## src/rtl/mem_arbiter_pkg.sv

```systemverilog
// mem_arbiter_pkg: shared FSM state encoding, grant encoding and timeout default
// for the instruction/data memory arbiter and its bench.
package mem_arbiter_pkg;
    typedef enum logic [1:0] {IDLE, FETCH_WAIT, DATA_WAIT, DONE} state_t;
    typedef enum logic {GNT_FETCH, GNT_DATA} grant_t;
    localparam int TIMEOUT_DEFAULT = 16;
endpackage

```

## src/rtl/mem_arbiter_if.sv

```systemverilog
// mem_arbiter_if: bundles the fetch port, data port, memory port and status lines.
//   fetch: if_req, if_addr -> if_rdata, if_ready
//   data : d_req, d_we, d_addr, d_wdata -> d_rdata, d_ready
//   mem  : m_req, m_we, m_addr, m_wdata -> memory; m_rdata, m_ack <- memory
//   stat : stall, err
// slave is the arbiter's view; master is the CPU/memory side driving it.
interface mem_arbiter_if;
    logic        if_req;
    logic [31:0] if_addr;
    logic [31:0] if_rdata;
    logic        if_ready;
    logic        d_req;
    logic        d_we;
    logic [31:0] d_addr;
    logic [31:0] d_wdata;
    logic [31:0] d_rdata;
    logic        d_ready;
    logic        m_req;
    logic        m_we;
    logic [31:0] m_addr;
    logic [31:0] m_wdata;
    logic [31:0] m_rdata;
    logic        m_ack;
    logic        stall;
    logic        err;
    modport slave (
        input  if_req, if_addr, d_req, d_we, d_addr, d_wdata, m_rdata, m_ack,
        output if_rdata, if_ready, d_rdata, d_ready, m_req, m_we, m_addr, m_wdata, stall, err
    );
    modport master (
        output if_req, if_addr, d_req, d_we, d_addr, d_wdata, m_rdata, m_ack,
        input  if_rdata, if_ready, d_rdata, d_ready, m_req, m_we, m_addr, m_wdata, stall, err
    );
endinterface

```

## src/rtl/mem_arbiter_wait_timer.sv

```systemverilog
// wait_timer: counts memory wait cycles and flags the last one allowed.
//   clk, reset (sync, active-low); clr zeroes the count; en advances it;
//   tc is high when the count equals TIMEOUT-1.
module wait_timer #(
    parameter int TIMEOUT = 16
) (
    input  logic clk,
    input  logic reset,
    input  logic clr,
    input  logic en,
    output logic tc
);
    localparam int W = $clog2(TIMEOUT + 1);

    logic [W-1:0] cnt_q, cnt_d;

    always_comb begin
        cnt_d = clr ? '0 : en ? cnt_q + 1'b1 : cnt_q;
    end

    always_ff @(posedge clk) begin
        if (!reset) cnt_q <= '0;
        else        cnt_q <= cnt_d;
    end

    assign tc = cnt_q == W'(TIMEOUT - 1);
endmodule

```

## src/rtl/mem_arbiter.sv

```systemverilog
// mem_arbiter: shares one memory port between instruction fetch and data access.
//   clk, reset (sync, active-low), bus (mem_arbiter_if.slave).
//   Contended requests alternate; a wait beyond TIMEOUT cycles aborts the access
//   with zero read data, a normal ready pulse and a sticky err.
module mem_arbiter
    import mem_arbiter_pkg::*;
#(
    parameter int TIMEOUT = TIMEOUT_DEFAULT
) (
    input  logic          clk,
    input  logic          reset,
    mem_arbiter_if.slave  bus
);
    state_t      state_q, state_d;
    grant_t      last_q, last_d;
    logic        m_req_q, m_req_d;
    logic        m_we_q, m_we_d;
    logic [31:0] m_addr_q, m_addr_d;
    logic [31:0] m_wdata_q, m_wdata_d;
    logic [31:0] if_rdata_q, if_rdata_d;
    logic [31:0] d_rdata_q, d_rdata_d;
    logic        if_ready_q, if_ready_d;
    logic        d_ready_q, d_ready_d;
    logic        err_q, err_d;
    logic        tc;
    logic        waiting;
    logic        take_data;
    logic [31:0] rdata;

    assign waiting   = state_q == FETCH_WAIT || state_q == DATA_WAIT;
    // Data wins when alone, or when contended and fetch was served last.
    assign take_data = bus.d_req & (~bus.if_req | last_q == GNT_FETCH);
    // A timed-out access returns zero instead of whatever is on m_rdata.
    assign rdata     = bus.m_ack ? bus.m_rdata : 32'h0;

    wait_timer #(.TIMEOUT(TIMEOUT)) u_timer (
        .clk   (clk),
        .reset (reset),
        .clr   (state_q == IDLE),
        .en    (waiting & ~bus.m_ack),
        .tc    (tc)
    );

    always_comb begin
        state_d    = state_q;
        last_d     = last_q;
        m_req_d    = m_req_q;
        m_we_d     = m_we_q;
        m_addr_d   = m_addr_q;
        m_wdata_d  = m_wdata_q;
        if_rdata_d = if_rdata_q;
        d_rdata_d  = d_rdata_q;
        if_ready_d = 1'b0;
        d_ready_d  = 1'b0;
        err_d      = err_q;
        unique case (state_q)
            IDLE: begin
                if (take_data) begin
                    state_d   = DATA_WAIT;
                    last_d    = GNT_DATA;
                    m_req_d   = 1'b1;
                    m_we_d    = bus.d_we;
                    m_addr_d  = bus.d_addr;
                    m_wdata_d = bus.d_wdata;
                end else if (bus.if_req) begin
                    state_d   = FETCH_WAIT;
                    last_d    = GNT_FETCH;
                    m_req_d   = 1'b1;
                    m_we_d    = 1'b0;
                    m_addr_d  = bus.if_addr;
                    m_wdata_d = 32'h0;
                end
            end
            FETCH_WAIT, DATA_WAIT: begin
                if (bus.m_ack || tc) begin
                    state_d = DONE;
                    m_req_d = 1'b0;
                    err_d   = err_q | ~bus.m_ack;
                    if (state_q == FETCH_WAIT) begin
                        if_rdata_d = rdata;
                        if_ready_d = 1'b1;
                    end else begin
                        d_rdata_d = rdata;
                        d_ready_d = 1'b1;
                    end
                end
            end
            // Requests are not sampled here, so a req still held during the
            // ready pulse cannot start a second access.
            DONE:    state_d = IDLE;
            default: state_d = IDLE;
        endcase
    end

    always_ff @(posedge clk) begin
        if (!reset) begin
            state_q    <= IDLE;
            last_q     <= GNT_DATA;
            m_req_q    <= 1'b0;
            m_we_q     <= 1'b0;
            m_addr_q   <= 32'h0;
            m_wdata_q  <= 32'h0;
            if_rdata_q <= 32'h0;
            d_rdata_q  <= 32'h0;
            if_ready_q <= 1'b0;
            d_ready_q  <= 1'b0;
            err_q      <= 1'b0;
        end else begin
            state_q    <= state_d;
            last_q     <= last_d;
            m_req_q    <= m_req_d;
            m_we_q     <= m_we_d;
            m_addr_q   <= m_addr_d;
            m_wdata_q  <= m_wdata_d;
            if_rdata_q <= if_rdata_d;
            d_rdata_q  <= d_rdata_d;
            if_ready_q <= if_ready_d;
            d_ready_q  <= d_ready_d;
            err_q      <= err_d;
        end
    end

    assign bus.m_req    = m_req_q;
    assign bus.m_we     = m_we_q;
    assign bus.m_addr   = m_addr_q;
    assign bus.m_wdata  = m_wdata_q;
    assign bus.if_rdata = if_rdata_q;
    assign bus.if_ready = if_ready_q;
    assign bus.d_rdata  = d_rdata_q;
    assign bus.d_ready  = d_ready_q;
    assign bus.err      = err_q;
    assign bus.stall    = (bus.if_req & ~if_ready_q) | (bus.d_req & ~d_ready_q);
endmodule

```

## src/flat_wrapper.sv

```systemverilog
// flat-port wrapper written by rule: the top's interface ports become plain ports
module mem_arbiter_flat import mem_arbiter_pkg::*;
#(
    parameter int TIMEOUT = TIMEOUT_DEFAULT
)
  (clk, reset, bus_if_req, bus_if_addr, bus_d_req, bus_d_we, bus_d_addr, bus_d_wdata, bus_m_rdata, bus_m_ack, bus_if_rdata, bus_if_ready, bus_d_rdata, bus_d_ready, bus_m_req, bus_m_we, bus_m_addr, bus_m_wdata, bus_stall, bus_err);
  mem_arbiter_if bus_i ();
  input  logic clk;
  input  logic reset;
  input wire logic [$bits(bus_i.if_req)-1:0] bus_if_req;
  input wire logic [$bits(bus_i.if_addr)-1:0] bus_if_addr;
  input wire logic [$bits(bus_i.d_req)-1:0] bus_d_req;
  input wire logic [$bits(bus_i.d_we)-1:0] bus_d_we;
  input wire logic [$bits(bus_i.d_addr)-1:0] bus_d_addr;
  input wire logic [$bits(bus_i.d_wdata)-1:0] bus_d_wdata;
  input wire logic [$bits(bus_i.m_rdata)-1:0] bus_m_rdata;
  input wire logic [$bits(bus_i.m_ack)-1:0] bus_m_ack;
  output wire logic [$bits(bus_i.if_rdata)-1:0] bus_if_rdata;
  output wire logic [$bits(bus_i.if_ready)-1:0] bus_if_ready;
  output wire logic [$bits(bus_i.d_rdata)-1:0] bus_d_rdata;
  output wire logic [$bits(bus_i.d_ready)-1:0] bus_d_ready;
  output wire logic [$bits(bus_i.m_req)-1:0] bus_m_req;
  output wire logic [$bits(bus_i.m_we)-1:0] bus_m_we;
  output wire logic [$bits(bus_i.m_addr)-1:0] bus_m_addr;
  output wire logic [$bits(bus_i.m_wdata)-1:0] bus_m_wdata;
  output wire logic [$bits(bus_i.stall)-1:0] bus_stall;
  output wire logic [$bits(bus_i.err)-1:0] bus_err;
  assign bus_i.if_req = bus_if_req;
  assign bus_i.if_addr = bus_if_addr;
  assign bus_i.d_req = bus_d_req;
  assign bus_i.d_we = bus_d_we;
  assign bus_i.d_addr = bus_d_addr;
  assign bus_i.d_wdata = bus_d_wdata;
  assign bus_i.m_rdata = bus_m_rdata;
  assign bus_i.m_ack = bus_m_ack;
  assign bus_if_rdata = bus_i.if_rdata;
  assign bus_if_ready = bus_i.if_ready;
  assign bus_d_rdata = bus_i.d_rdata;
  assign bus_d_ready = bus_i.d_ready;
  assign bus_m_req = bus_i.m_req;
  assign bus_m_we = bus_i.m_we;
  assign bus_m_addr = bus_i.m_addr;
  assign bus_m_wdata = bus_i.m_wdata;
  assign bus_stall = bus_i.stall;
  assign bus_err = bus_i.err;
  mem_arbiter #(.TIMEOUT(TIMEOUT)) u_core (.clk(clk), .reset(reset), .bus(bus_i));
endmodule
```

## config.mk

```make
export PLATFORM = sky130hd
export DESIGN_NAME = mem_arbiter_flat
export DESIGN_NICKNAME = d
export VERILOG_FILES = /design/src/rtl/mem_arbiter_pkg.sv /design/src/rtl/mem_arbiter_if.sv /design/src/rtl/mem_arbiter_wait_timer.sv /design/src/rtl/mem_arbiter.sv /design/src/flat_wrapper.sv
export SDC_FILE = /design/constraint.sdc
export NUM_CORES = 1
export LEC_CHECK = 0
export ABC_AREA = 1
export CAP_MARGIN = 20
export CORE_AREA = 5 5 131 133
export CTS_BUF_LIST = sky130_fd_sc_hd__clkbuf_4
export DETAILED_ROUTE_END_ITERATION = 7
export DIE_AREA = 0 0 136 138
export GPL_TIMING_DRIVEN = 0
export PLACE_DENSITY_LB_ADDON = 0.12
export SETUP_SLACK_MARGIN = 0.3
export SLEW_MARGIN = 5
export SYNTH_ARGS = -nofsm -noshare
export SYNTH_HDL_FRONTEND = slang
export SYNTH_HIERARCHICAL = 1
export SYNTH_SLANG_ARGS = --single-unit
export TNS_END_PERCENT = 5
```

## constraint.sdc

```tcl
create_clock -name clk -period 1.6 [get_ports clk]
set_clock_uncertainty 0.1 [all_clocks]
set_input_delay 0.32 -clock clk [delete_from_list [all_inputs] [get_ports clk]]
set_output_delay 0.32 -clock clk [all_outputs]
set_load 0.02 [all_outputs]
```

Word-level counts from Yosys, hierarchy flattened
Index checks and enable logic that the tools add are counted.
- reductions and logical operators: 14
- $add $sub $neg: 1
- bitwise gates (word level): 14
- eq/ne operators: 6
- mux-type cells: 18
- operator list (kind ; count):
    32-bit two-way mux ; 5
    3-bit AND reduction ; 4
    1-bit two-way mux ; 8
    1-bit inverter ; 7
    2-bit two-way mux ; 3
    2-bit one-hot mux with 3 select lines ; 1
    2-bit AND reduction ; 3
    5-bit by 1-bit adder with 5-bit output, second input constant ; 1
    5-bit by 4-bit equality test with 1-bit output, second input constant ; 1
    1-bit bitwise AND ; 4
    2-bit equality test, second input constant ; 2
    2-bit nonzero test ; 2
    2-bit OR reduction ; 2
    3-bit by 2-bit != test with 1-bit output, second input constant ; 1
    1-bit bitwise OR ; 3
    2-bit by 1-bit equality test with 1-bit output, second input constant ; 1
    2-bit zero test ; 1
    1-bit logical OR ; 2
    2-bit by 1-bit != test with 1-bit output, second input constant ; 1
    1-bit one-hot mux with 2 select lines ; 1
- input bits: 134
- word-level logic and storage cells: 65
- bits in registers: 141
- output and inout bits: 134

Longest topological paths before layout
- depth after elaboration: 5
- depth in mapped cells: 10
- gate-level depth less buffers: 9

Modules after synthesis
The synthesis kept the hierarchy.
- by module, submodules not included (module ; cells each ; seq. area each (µm²) ; times used ; area each (µm²)):
    mem_arbiter ; 822 ; 2722.6 ; 1 ; 5760.5
    wait_timer ; 31 ; 100.1 ; 1 ; 259.0

Worst setup path before layout
Ideal clock, no wire load.
- path type: register to register
- start point: register u_core.u_timer.cnt_q[0]
- end point: register u_core.if_rdata_q[12], in the netlist u_core/bus.if_rdata[12]
- cell stages (with the launch flop): 10
- data required time: 1.368 ns
- buffers on the path: 2
- slack: -0.179 ns
- clock period less this slack: 1.779 ns
- library setup time: 0.132 ns
- arrival: 1.547 ns
- cell sequence: dfxtp_1 ha_1 and3_1 ha_1 nor2_4 nor2_8 buf_6 buf_4 nand3_1 a21oi_1
- word-level cells in the longest chain between the ends: 3
- ends and longest elaborated chain (what ; RTL line ; text):
    from (decl) ; mem_arbiter_wait_timer.sv:15 ; logic [W-1:0] cnt_q, cnt_d;
    from (signal assigned) ; mem_arbiter_wait_timer.sv:23 ; else cnt_q <= cnt_d;
    5-bit by 4-bit equality test with 1-bit output ; mem_arbiter_wait_timer.sv:26 ; assign tc = cnt_q == W'(TIMEOUT - 1);
    via u_core.tc ; mem_arbiter.sv:25 ; logic tc;
    1-bit logical OR ; mem_arbiter.sv:75 ; if (bus.m_ack || tc) begin
    3-bit AND reduction (no line) ; -- ;
    to (signal assigned) ; mem_arbiter.sv:115 ; if_rdata_q <= if_rdata_d;
    to (decl) ; mem_arbiter.sv:20 ; logic [31:0] if_rdata_q, if_rdata_d;
The timed path passes the listed nets, and every way through them passes these cells.
A chain may end at the register's enable or synchronous reset.

Final worst setup path
- start point: register u_core.u_timer.cnt_q[0]
- end point: register u_core.d_rdata_q[24], in the netlist u_core/bus.d_rdata[24]
- word-level cells in the longest chain between the ends: 3
- ends and longest elaborated chain (what ; RTL line ; text):
    5-bit by 4-bit equality test with 1-bit output ; mem_arbiter_wait_timer.sv:26 ;
    via u_core.tc ; mem_arbiter.sv:25 ;
    1-bit logical OR ; mem_arbiter.sv:75 ;
    3-bit AND reduction (no line) ; -- ;
    to (signal assigned) ; mem_arbiter.sv:116 ; d_rdata_q <= d_rdata_d;
    to (decl) ; mem_arbiter.sv:21 ; logic [31:0] d_rdata_q, d_rdata_d;
The timed path passes the listed nets, and every way through them passes these cells.

==> summary.md <==
| Metric | Value |
|---|---|
| Outcome | `finished, violations left` |
| Failing checks | `negative setup slack` |
| Synth Warn # | `6` |
| Commonest non-fill, non-tap cells in the layout | `nand2_1 (232), clkdlybuf4s50_1 (130), nor2_1 (99)` |
| F_max | `0.566 GHz` |
| Core Util, Final | `62.5%` |
| Number of routed nets with antenna violations | `0` |
| GP Congestion | `0.825` |
| Delay-heaviest family, CP | `simple AND/OR/NAND/NOR gates` |
| Critical path buffers and inverters | `2` |
| Yosys cell types | `26` |
| Min Tclk post-route | `1.77 ns` |
| Yosys top cell area share | `46.9%` |
| Largest net degree at the start of global routing | `17` |
| Worst rel slew slack | `55.1%` |
| Wire per inst | `14.8 um` |
| FF-to-FF setup slack | `-0.17 ns` |
| Worst Max-Slew Pin Slew | `0.674 ns` |
| Total gr overflow | `0` |
| Initial antenna violation count | `2` |
| GRT Total Usage | `21.1%` |
| Num rows | `46` |
| Worst hold path class | `primary input to flop` |
| Crit Path Max Fanout | `6` |
| Layout cell share with drive strength beyond 1 | `31.8%` |
| Count of final hold-check violations | `0` |
| Syn Area/Cell | `7.06 sq um` |
| Req. time, crit path | `1.97 ns` |
| Clock Path Buffers | `2` |
| Vias in the first global route | `5984` |
| Worst reg-to-reg path cell count | `9` |
| Synth Cell Area | `6020 sq um` |
| IO buf count | `266` |
| Die X | `136 um` |
| Peak supply drop | `0.639 mV` |
| Placed Cells | `1335` |
| CP most frequent cell | `ha_4` |
| Most common cell after layout, fill and taps aside | `nand2_1` |
| Pre-antenna DRT Iters | `5` |
| PwrDens | `1350 nW/um^2` |
| Drt total wl | `20500 um` |
| CTS H-tree lvls | `4` |
| Total die area | `18800 sq um` |
| Slowest cell on the critical path | `dfxtp_4` |
| Sequential area share after synthesis | `46.9%` |
| Reg-to-reg startpoint | `u_core/u_timer/cnt_q[0]` |
| Crit-path max cell delay | `0.37 ns` |
| Clk slew on worst S/H paths | `0.12 ns` |
| Fin. max-slew vios | `0` |
| Crit-path cells | `ha_4 > and3_4 > ha_4 > nor2_4 > nor2_8 > buf_12 > buf_8 > nand3_2 > a21oi_2` |
| First-pass GRT wire length | `31700 um` |
| Worst-Skew Late Latency | `0.53 ns` |
| CP Capture Type | `flop` |
| Mapped Cells | `853` |
| Yosys reg bits | `141` |
| CP startpoint | `u_core/u_timer/cnt_q[0]` |
| Layout Nets | `1293` |
| CP endpoint | `u_core/bus.d_rdata[24]` |
| Post-route DRC | `0` |
| Worst r2r dst | `u_core/bus.d_rdata[24]` |
| Vias/cell | `4.67` |
| Drt initial violations | `330` |
| Critical path class | `flop to flop` |
| Area Overhead vs Synth | `63.0%` |
| Final number of setup-violating endpoints | `70` |
| Max-Cap Viols | `0` |
| Dpl hpwl | `14900 um` |
| Starting density of the core | `38.3%` |
| Syn Nets | `993` |
| Vias | `6450` |
| Synth area leaders | `dfxtp_1 (47%), nand2_1 (15%), a21oi_1 (8.7%)` |
| Non-Filler Instances | `1381` |
| Leak | `4.39 nW` |
| Crit path depth | `9` |
| Cell taking the most area after synthesis | `dfxtp_1` |
| Core Area | `15700 sq um` |
| Root Buffer | `clkbuf_4` |
| Startpoint Class | `flop` |
| I/O Pins | `268` |
| Die height | `138 um` |
| Worst EP arrival | `2.14 ns` |
| RSZ-0062 raised after global routing | `true` |
| Inserted Clock Buffers | `17` |
| Hold WS | `0.119 ns` |
| Final Cycle Share | `110%` |
| Final WS setup | `-0.166 ns` |
| Sinks on Clock Net | `141` |
| CTS tree | `built` |
## per-stage QoR
stage	cell area, sq um	power, mW	worst slack (ns)	TNS [ns]
global route	9810	14.1	-0.257	-14.80
detailed placement	8990	9.99	-0.684	-60.16
floorplan	6060	7.73	-0.0444	-2.17
CTS	9270	12.6	-0.130	-6.66
finish	9810	13.2	-0.166	-8.38
global placement	8990	9.95	-0.673	-60.27
## worst min-delay path by stage
stage | startpoint | to | slack, ns | depth (start not counted)
2_1_floorplan | u_core/last_q | u_core/last_q | 0.33 | 2
5_1_grt | bus_m_ack | u_core/bus.if_rdata[31] | 0.1 | 5
3_3_place_gp | u_core/bus.err | u_core/bus.err | 0.34 | 2
4_1_cts | bus_m_ack | u_core/bus.if_rdata[0] | 0.06 | 5
3_5_place_dp | u_core/bus.err | u_core/bus.err | 0.35 | 2
6_report | bus_m_ack | u_core/bus.if_rdata[0] | 0.12 | 5
## tightest hold or removal path, cell delays in order
cell and delay (ns):
buf_2 0.16, nand2_1 0.07, inv_1 0.05, nand3_2 0.06
a21oi_1 0.05
## metal layers
layer / part of all wire, % / vias up / GRT usage, %
li1: - / 3265 / -
met1: 41 / 2944 / 26.3
met2: 50 / 212 / 35.2
met3: 7.3 / 27 / 6.71
met4: 1.5 / 2 / 5.36
met5: 0.064 / - / 0
## flip-flops by register name (all words and copies together), names as in the netlist
register	cells
u_core/state_q	2
u_core/bus.d_rdata	32
u_core/bus.m_we	1
u_core/u_timer/cnt_q	5
u_core/bus.m_addr	32
u_core/bus.if_rdata	32
u_core/last_q	1
u_core/bus.err	1
u_core/bus.m_req	1
u_core/bus.if_ready	1
u_core/bus.d_ready	1
u_core/bus.m_wdata	32
## cells in the mapped netlist
master	number
nand2_1	243
dfxtp_1	141
a21oi_1	105
nor2_1	103
inv_1	76
nand3_1	67
buf_2	23
o21ai_1	21
clkbuf_1	15
o21ai_0	14
buf_6	11
buf_1	6
ha_1	6
buf_4	4
nand2_2	3
nor2_4	3
nand2_4	2
nor3_1	2
and3_1	1
clkinv_1	1
inv_2	1
nor2_2	1
nor2_8	1
o21ai_4	1
o22ai_1	1
or2_2	1
## repair_timing
action | 4_1_cts | 5_1_grt
gates cloned | 2 | 2
pin swaps | 44 | 41
hold buffers | 0 | 0
resized for setup | 771 | 173
buffers inserted | 8 | 3
hold endpoints to repair | 0 | 0
setup endpoints to repair | 275 | 275
## kinds of logic (layout without fill, tap and decap cells)
family / Yosys count / count (layout) / share of synthesized area (%)
AOI/OAI and AO/OA: 142 / 142 / 12.0
adders and majority gates: 6 / 6 / 1.25
buffers and inverters: 137 / 448 / 10.6
DFF: 141 / 141 / 46.9
other: 0 / 1 / 0
and+or+nand+nor: 427 / 427 / 29.2
## cell type report
cell class	count	area [sq um]
Tap cell	216	270
Antenna cell	1	2.50
Buffer	59	488
Timing Repair Buffer	281	2760
Clock inverter	9	97.6
Inverter	78	295
Clock buffer	21	158
Sequential cell	141	2920
Multi-Input combinational cell	575	2830
Fill cell	1523	5900
## power breakdown
group | internal, mW | switching, mW
combinational | 2.87 | 3.58
clock | 0.964 | 1.25
sequential | 4.17 | 0.392
total | 8.01 | 5.23
Note: power is estimated with default switching activity, not from simulation.
